==> config.mk <==
export PLATFORM = sky130hd
export DESIGN_NAME = serial_acc_ctrl_flat
export DESIGN_NICKNAME = d
export VERILOG_FILES = /design/src/rtl/serial_acc_ctrl_if.sv /design/src/rtl/serial_acc_ctrl.sv /design/src/flat_wrapper.sv
export SDC_FILE = /design/constraint.sdc
export NUM_CORES = 1
export LEC_CHECK = 0
export ABC_AREA = 1
export CORE_MARGIN = 4
export CORE_UTILIZATION = 45
export CTS_BUF_LIST = sky130_fd_sc_hd__clkbuf_8
export DETAILED_ROUTE_END_ITERATION = 10
export GPL_TIMING_DRIVEN = 1
export PLACE_DENSITY = 0.66
export SYNTH_ARGS = -nofsm -noshare
export SYNTH_HDL_FRONTEND = slang
export SYNTH_SLANG_ARGS = --single-unit
==> constraint.sdc <==
create_clock -name clk -period 2.8 [get_ports clk]
set_input_delay 0.56 -clock clk [delete_from_list [all_inputs] [get_ports clk]]
set_output_delay 0.56 -clock clk [all_outputs]
set_load 0.05 [all_outputs]
==> src/rtl/serial_acc_ctrl_if.sv <==
// Stream bundle for the serial accumulator: control, term input stream and result output.
interface serial_acc_ctrl_if #(
    parameter int unsigned DATA_W = 16,
    parameter int unsigned ACC_W  = 32
);
    logic              start;
    logic              clear;
    logic [ACC_W-1:0]  bias;
    logic              in_valid;
    logic              in_ready;
    logic [DATA_W-1:0] in_data;
    logic              out_valid;
    logic              out_ready;
    logic [ACC_W-1:0]  out_data;
    logic              busy;
    logic              ovf;

    // Producer/consumer side (drives control, terms and result ready).
    modport master (
        output start, clear, bias, in_valid, in_data, out_ready,
        input  in_ready, out_valid, out_data, busy, ovf
    );

    // Accumulator side.
    modport slave (
        input  start, clear, bias, in_valid, in_data, out_ready,
        output in_ready, out_valid, out_data, busy, ovf
    );
endinterface

==> src/rtl/serial_acc_ctrl.sv <==
// Serial saturating reduction of NUM_TERMS signed terms onto a bias through one shared adder.
module serial_acc_ctrl #(
    parameter int unsigned DATA_W    = 16,
    parameter int unsigned ACC_W     = 32,
    parameter int unsigned NUM_TERMS = 784,
    parameter int unsigned CNT_W     = 10
) (
    input logic             clk,
    input logic             rst_n,
    serial_acc_ctrl_if.slave bus
);
    typedef enum logic [1:0] {StIdle, StAccum, StDone} state_e;

    state_e             state_q, state_d;
    logic [ACC_W-1:0]   acc_q, acc_d;
    logic [CNT_W-1:0]   cnt_q, cnt_d;
    logic               ovf_q, ovf_d;
    logic [ACC_W-1:0]   out_data_q, out_data_d;

    logic [ACC_W-1:0]   term_ext;
    logic [ACC_W-1:0]   sum;
    logic [ACC_W-1:0]   sat_val;
    logic [ACC_W-1:0]   acc_next;
    logic               sat;
    logic               beat;
    logic               last_beat;

    // Shared adder with sign-based overflow detection and clamp value.
    always_comb begin
        term_ext  = {{(ACC_W - DATA_W){bus.in_data[DATA_W-1]}}, bus.in_data};
        sum       = acc_q + term_ext;
        sat       = (acc_q[ACC_W-1] == term_ext[ACC_W-1]) && (sum[ACC_W-1] != acc_q[ACC_W-1]);
        // Both operands share a sign on overflow, so acc's sign picks the rail.
        sat_val   = acc_q[ACC_W-1] ? {1'b1, {(ACC_W - 1){1'b0}}} : {1'b0, {(ACC_W - 1){1'b1}}};
        acc_next  = sat ? sat_val : sum;
        beat      = bus.in_valid && bus.in_ready;
        last_beat = (cnt_q == CNT_W'(NUM_TERMS - 1));
    end

    // Handshake outputs decoded from state; clear blocks any beat in its cycle.
    assign bus.in_ready  = (state_q == StAccum) && !bus.clear;
    assign bus.out_valid = (state_q == StDone);
    assign bus.busy      = (state_q != StIdle);
    assign bus.out_data  = out_data_q;
    assign bus.ovf       = ovf_q;

    // Next-state and datapath updates; clear overrides everything but reset.
    always_comb begin
        state_d    = state_q;
        acc_d      = acc_q;
        cnt_d      = cnt_q;
        ovf_d      = ovf_q;
        out_data_d = out_data_q;
        if (bus.clear) begin
            state_d = StIdle;
            cnt_d   = '0;
        end else begin
            unique case (state_q)
                StIdle: begin
                    if (bus.start) begin
                        acc_d   = bus.bias;
                        cnt_d   = '0;
                        ovf_d   = 1'b0;
                        state_d = StAccum;
                    end
                end
                StAccum: begin
                    if (beat) begin
                        acc_d = acc_next;
                        cnt_d = cnt_q + 1'b1;
                        if (sat) begin
                            ovf_d = 1'b1;
                        end
                        if (last_beat) begin
                            out_data_d = acc_next;
                            state_d    = StDone;
                        end
                    end
                end
                StDone: begin
                    // start is ignored here, so consume and start never coincide.
                    if (bus.out_ready) begin
                        state_d = StIdle;
                    end
                end
                default: state_d = StIdle;
            endcase
        end
    end

    // State and datapath registers with asynchronous reset.
    always_ff @(posedge clk or negedge rst_n) begin
        if (!rst_n) begin
            state_q    <= StIdle;
            acc_q      <= '0;
            cnt_q      <= '0;
            ovf_q      <= 1'b0;
            out_data_q <= '0;
        end else begin
            state_q    <= state_d;
            acc_q      <= acc_d;
            cnt_q      <= cnt_d;
            ovf_q      <= ovf_d;
            out_data_q <= out_data_d;
        end
    end
endmodule

==> src/flat_wrapper.sv <==
// flat-port wrapper written by rule: the top's interface ports become plain ports
module serial_acc_ctrl_flat 
#(
    parameter int unsigned DATA_W    = 16,
    parameter int unsigned ACC_W     = 32,
    parameter int unsigned NUM_TERMS = 784,
    parameter int unsigned CNT_W     = 10
)
  (clk, rst_n, bus_start, bus_clear, bus_bias, bus_in_valid, bus_in_data, bus_out_ready, bus_in_ready, bus_out_valid, bus_out_data, bus_busy, bus_ovf);
  serial_acc_ctrl_if #(.DATA_W(DATA_W), .ACC_W(ACC_W)) bus_i ();
  input logic clk;
  input logic rst_n;
  input wire logic [$bits(bus_i.start)-1:0] bus_start;
  input wire logic [$bits(bus_i.clear)-1:0] bus_clear;
  input wire logic [$bits(bus_i.bias)-1:0] bus_bias;
  input wire logic [$bits(bus_i.in_valid)-1:0] bus_in_valid;
  input wire logic [$bits(bus_i.in_data)-1:0] bus_in_data;
  input wire logic [$bits(bus_i.out_ready)-1:0] bus_out_ready;
  output wire logic [$bits(bus_i.in_ready)-1:0] bus_in_ready;
  output wire logic [$bits(bus_i.out_valid)-1:0] bus_out_valid;
  output wire logic [$bits(bus_i.out_data)-1:0] bus_out_data;
  output wire logic [$bits(bus_i.busy)-1:0] bus_busy;
  output wire logic [$bits(bus_i.ovf)-1:0] bus_ovf;
  assign bus_i.start = bus_start;
  assign bus_i.clear = bus_clear;
  assign bus_i.bias = bus_bias;
  assign bus_i.in_valid = bus_in_valid;
  assign bus_i.in_data = bus_in_data;
  assign bus_i.out_ready = bus_out_ready;
  assign bus_in_ready = bus_i.in_ready;
  assign bus_out_valid = bus_i.out_valid;
  assign bus_out_data = bus_i.out_data;
  assign bus_busy = bus_i.busy;
  assign bus_ovf = bus_i.ovf;
  serial_acc_ctrl #(.DATA_W(DATA_W), .ACC_W(ACC_W), .NUM_TERMS(NUM_TERMS), .CNT_W(CNT_W)) u_core (.clk(clk), .rst_n(rst_n), .bus(bus_i));
endmodule
## Yosys cells after proc, flatten, opt, wreduce, memory -nomap -nowiden

Index checks and enable logic that the tools add are counted.

- $add $sub $neg: 2
- Equality and inequality tests: 12
- Muxes and demuxes: 19
- Bitwise operators: 1
- Reductions and logical operators: 13

Operators by type and width:

| kind | count |
|---|---|
| 32-bit two-way mux | 4 |
| 32-bit case mux with 2 select lines | 1 |
| 32-bit adder | 1 |
| 10-bit two-way mux | 3 |
| 10-bit case mux with 2 select lines | 1 |
| 4-bit AND reduction | 3 |
| 10-bit by 1-bit adder with 10-bit output (second input constant) | 1 |
| 10-bit == test (second input constant) | 1 |
| 2-bit two-way mux | 5 |
| 3-bit by 2-bit != test with 1-bit output (second input constant) | 2 |
| 3-bit != test (second input constant) | 2 |
| 2-bit case mux with 3 select lines | 1 |
| 5-bit AND reduction | 1 |
| 2-bit by 1-bit != test with 1-bit output (second input constant) | 2 |
| 2-bit nonzero test | 2 |
| 1-bit logical AND | 3 |
| 1-bit two-way mux | 3 |
| 3-bit AND reduction | 1 |
| 3-bit nonzero test | 1 |
| 2-bit by 1-bit == test with 1-bit output (second input constant) | 1 |
| 2-bit == test (second input constant) | 1 |
| 2-bit logical NOT | 1 |
| 2-bit != test (second input constant) | 1 |
| 1-bit case mux with 2 select lines | 1 |
| 4 further kinds | 4 |

- Register bits: 77
- Input port bits: 54
- Output and inout port bits: 36
- Word-level logic and storage cells: 52

## Logic depth before layout (Yosys ltp)

- Depth after elaboration: 6
- Mapped depth: 16

## Worst setup path after synthesis

Ideal clock, no wire load.

- Kind: input -> register
- From: input port bus_in_data[0]
- To: register u_core.acc_q[28]
- Library setup time: 116 ps
- Arrival time: 2,054 ps
- Required time: 2,684 ps
- Setup slack: 630 ps
- Stages: 15
- Path through: ha_1 -> inv_1 -> fa_1 -> inv_1 -> nand3_1 -> nand3_1 -> nand3_1 -> nand3_1 -> nand2_1 -> nand3_1 -> nand2_1 -> nand2_1 -> nand3_1 -> nand2_1 -> nand2_1

- Cells in the longest elaborated chain, start to end: 6

Ends and longest elaborated chain:

| what | RTL line | source |
|---|---|---|
| from (decl) | flat_wrapper.sv:17 | `input wire logic [$bits(bus_i.in_data)-1:0] bus_in_data;` |
| 32-bit adder * | serial_acc_ctrl.sv:31 | `sum = acc_q + term_ext;` |
| 1-bit != test | serial_acc_ctrl.sv:32 | `sat = (acc_q[ACC_W-1] == term_ext[ACC_W-1]) && (sum[ACC_W-1] != acc_q[ACC_W-1]);` |
| 1-bit logical AND | serial_acc_ctrl.sv:32 |  |
| 32-bit two-way mux * | serial_acc_ctrl.sv:35 | `acc_next = sat ? sat_val : sum;` |
| 32-bit two-way mux * | serial_acc_ctrl.sv:68 | `if (beat) begin` |
| 32-bit case mux with 2 select lines * | serial_acc_ctrl.sv:58 | `unique case (state_q)` |
| to (signal assigned) | serial_acc_ctrl.sv:95 | `acc_q <= '0;` |
| to (signal assigned) | serial_acc_ctrl.sv:101 | `acc_q <= acc_d;` |
| to (decl) | serial_acc_ctrl.sv:15 | `logic [ACC_W-1:0] acc_q, acc_d;` |

Mark *: on every way between the ends. The rest lies on a longest branch, timed or not. The select of a mux whose other input is x is not followed.
A chain may end at the register's enable or synchronous reset.

## Final worst setup path

- From: input port bus_in_data[15]
- To: register u_core.out_data_q[2], in the netlist u_core.bus.out_data[2]

- Cells in the longest elaborated chain, start to end: 4

Ends and longest elaborated chain:

| what | RTL line | source |
|---|---|---|
| 32-bit adder | serial_acc_ctrl.sv:31 |  |
| 1-bit != test | serial_acc_ctrl.sv:32 |  |
| 1-bit logical AND * | serial_acc_ctrl.sv:32 |  |
| 32-bit two-way mux * | serial_acc_ctrl.sv:35 |  |
| to (signal assigned) | serial_acc_ctrl.sv:104 | `out_data_q <= out_data_d;` |
| to (decl) | serial_acc_ctrl.sv:18 | `logic [ACC_W-1:0] out_data_q, out_data_d;` |

Mark *: on every way between the ends. The rest lies on a longest branch, timed or not.

==> flow_summary.yaml <==
sta:
  fin_hold_ws_ns: 0.181
  relSlewSlack_pct: 41.3
  finalCritPeriodShare_pct: 94.5
  rsz0062_at_grt: "false"
  fin_crit_ns: 2.64
  fin_worst_skew_ns: 0.0115
  setup_violations: 0
  slew_viol_final: 0
  tightest_slew_ns: 0.880
  max_freq_mhz: 378
  hold_viol: 0
critical_path:
  cp-end-kind: "register"
  reg2reg_setup_slack_ns: 0.49
  cp_num_buf_inv: 5
  worst_setup_path_start_kind: "primary input"
  crit_type: "in -> reg"
  reg2reg_depth: 15
  slowest_stage: "clkdlybuf4s50_1"
  cp_top_family: "buffers and inverters"
  slowest_delay_ns: 0.45
  critPathRequiredTime_ns: 3.06
  path_max_fanout: 18
  r2r-end: "u_core.acc_q[20]"
  worstPathCellList: "clkdlybuf4s50_1, buf_12, ha_1, inv_1, nor3_2, and2_4, and2_4, nand2_4, nand3_4, buf_4, nand2_1, buf_4, a31oi_1"
  worstPathArrival_ns: 2.91
  crit_path_start: "bus_in_data[15]"
  regToRegStartpoint: "u_core.acc_q[0]"
logic_synthesis:
  yosysTopAreaCell: "dfrtp_1"
  synthCells: 964
  ys_seq_elements: 77
  synth.avg_cell_area_um2: 6.32
  synth.yosys.seq_area_share_pct: 31.6
  ys_types: 35
  syn_area_mm2: 0.00609
  syn-num-nets: 1051
  synth_top_area_share_pct: 31.6
  yosysWarnings: 0
  synth.area.top_cells: "dfrtp_1 32%, nand2_1 22%, inv_1 8.3%"
clock_network:
  post-cts-setup-buffer-count: 0
  insertion_delay_ns: 0.35
  cts_tree: "built"
  cts_buffer_depth: 2
  root_buffer: "clkbuf_8"
  cts_buffers: 9
  cts_sinks: 77
  htree_levels: 3
  path_clk_slew_ns: 0.08
pwr:
  comb_power_share_pct: 65.5
  p_total_uw: 7470
  vdd_drop_max_uv: 450
  p_int_uw: 3800
  switching_power_uw: 3670
  power_density_mw_per_mm2: 952
  clock_power_share_pct: 12.5
  p_sw_share_pct: 49.1
  p_seq_share_pct: 22.0
  leakage_uw: 0.00434
global_route:
  gr-usage-all-layers_pct: 22.3
  first_global_vias: 5589
  grt_pass1_wl_um: 28200
  grt_overflow: 0
  grt_max_degree: 78
  antenna_found_initial: 0
layout:
  drive_above_1_share_pct: 9.95
  diodes: 0
  design_area_mm2: 0.00785
  final_core_util_pct: 59.2
  fillers: 1333
  syn2layout_area_growth_pct: 28.8
  final_nets: 1188
place:
  portBuffers: 89
  place_congestion: 0.924
  hpwl_um: 14000
  place_area_mm2: 0.00759
floorplan:
  fp-row-count: 42
  start_util_pct: 46.0
  dieArea_mm2: 0.0155
  core_mm2: 0.0132
  fp.dieH_um: 124
  io_pins: 90
  die_x_um: 124
routing:
  avgViaCountPerCell: 4.90
  drtIter0Drc: 509
  first_pass_iters: 5
  via_count: 6280
  wl_per_cell_um: 13.8
  routed_wl_um: 17700
  detail-route-antenna-nets: 0
  drc: 0
hold_path:
  hold_class: "in -> async"
outcome:
  outcome: "finished, final reports clean"
job:
  maxCapViolCount: 0
cells in the final DEF, fill, tap and decap left out, types with 8 or more instances in the layout:
cell             netlist  final
a21oi_1               28     27
a31oi_1               34     34
buf_12                 0      8
buf_4                  6     58
clkbuf_8               0     10
clkdlybuf4s50_1        0     87
dfrtp_1               77     77
ha_1                  32     31
inv_1                134    135
nand2_1              352    351
nand3_1               54     54
nor2_1               131    131
o21ai_0               23     23
o21ai_1               12     12
xor2_1                13     13
power by group through the flow:
stage | Combinational, uW | Sequential, uW | Clock (uW)
after floorplan | 3020 | 1640 | 0
after global placement | 4760 | 1640 | 0
after detailed placement | 4780 | 1640 | 0
after CTS | 4810 | 1620 | 952
after global routing | 5500 | 1660 | 1000
final | 4890 | 1640 | 935
how the worst max path moves through the flow:
| stage | to | slack, ns | cells after the start |
|---|---|---|---|
| after floorplan | u_core.acc_q[28] | 0.63 | 15 |
| after global placement | u_core.acc_q[3] | -0.22 | 16 |
| after detailed placement | u_core.acc_q[3] | -0.22 | 14 |
| after CTS | u_core.acc_q[3] | 0.14 | 14 |
| after global routing | u_core.acc_q[26] | 0.02 | 16 |
| final | u_core.bus.out_data[2] | 0.16 | 13 |
cells by family (layout without fill, tap and decap cells):
group / Yosys count / count (layout) / synth area share [%]
fa+ha+maj: 33 / 33 / 6.90
flops: 77 / 77 / 31.6
xor+xnor: 14 / 14 / 2.01
buf+inv: 168 / 310 / 11.7
compound gates: 103 / 103 / 9.43
simple gates: 569 / 569 / 38.3
sequential cells by signal, summed over array words and instances (netlist names):
name / cells
u_core.cnt_q: 10
u_core.acc_q: 32
u_core.bus.ovf: 1
u_core.bus.out_data: 32
u_core.state_q: 2
cells in the mapped netlist (all sizes together):
cell type / instances
a211oi: 1
a21o: 2
a21oi: 29
a22oi: 1
a31oi: 34
and2: 2
buf: 19
clkbuf: 8
clkinv: 1
dfrtp: 77
fa: 1
ha: 32
inv: 140
nand2: 360
nand3: 57
nand4: 5
nor2: 136
nor3: 7
nor4: 2
o21ai: 35
o21bai: 1
xnor2: 1
xor2: 13
through the flow:
stage / TNS, ns / setup slack (ns) / instances
2_1_floorplan: 0 / 0.630 / 964
3_3_place_gp: -8.09 / -0.217 / 1266
3_5_place_dp: -8.63 / -0.224 / 1266
4_1_cts: 0 / 0.135 / 1282
5_1_grt: 0 / 0.0158 / 1282
6_report: 0 / 0.155 / 1282
timing repair:
item,in CTS,in global routing
endpoints found under the setup margin,0,34
hold endpoints to repair,0,0
hold buffers,0,0
gates resized for setup,0,4
metal layers:
metal  vias to the layer above  track usage (%)  routed length, um
met4                         0             4.38                195
met3                        16             3.52                977
met2                       172             32.2               7470
li1                       3285                -                  -
met5                         -                0                  0
met1                      2807             35.1               9010
layout make-up:
class                           count  area, um^2  area share, %
Timing Repair Buffer              153        1470           18.7
Inverter                          141         529           6.75
Clock inverter                      6        87.6           1.12
Multi-Input combinational cell    719        3480           44.3
Clock buffer                       10         138           1.75
Tap cell                          176         220           2.81
Sequential cell                    77        1930           24.6
Power figures use the tool's default switching activity.
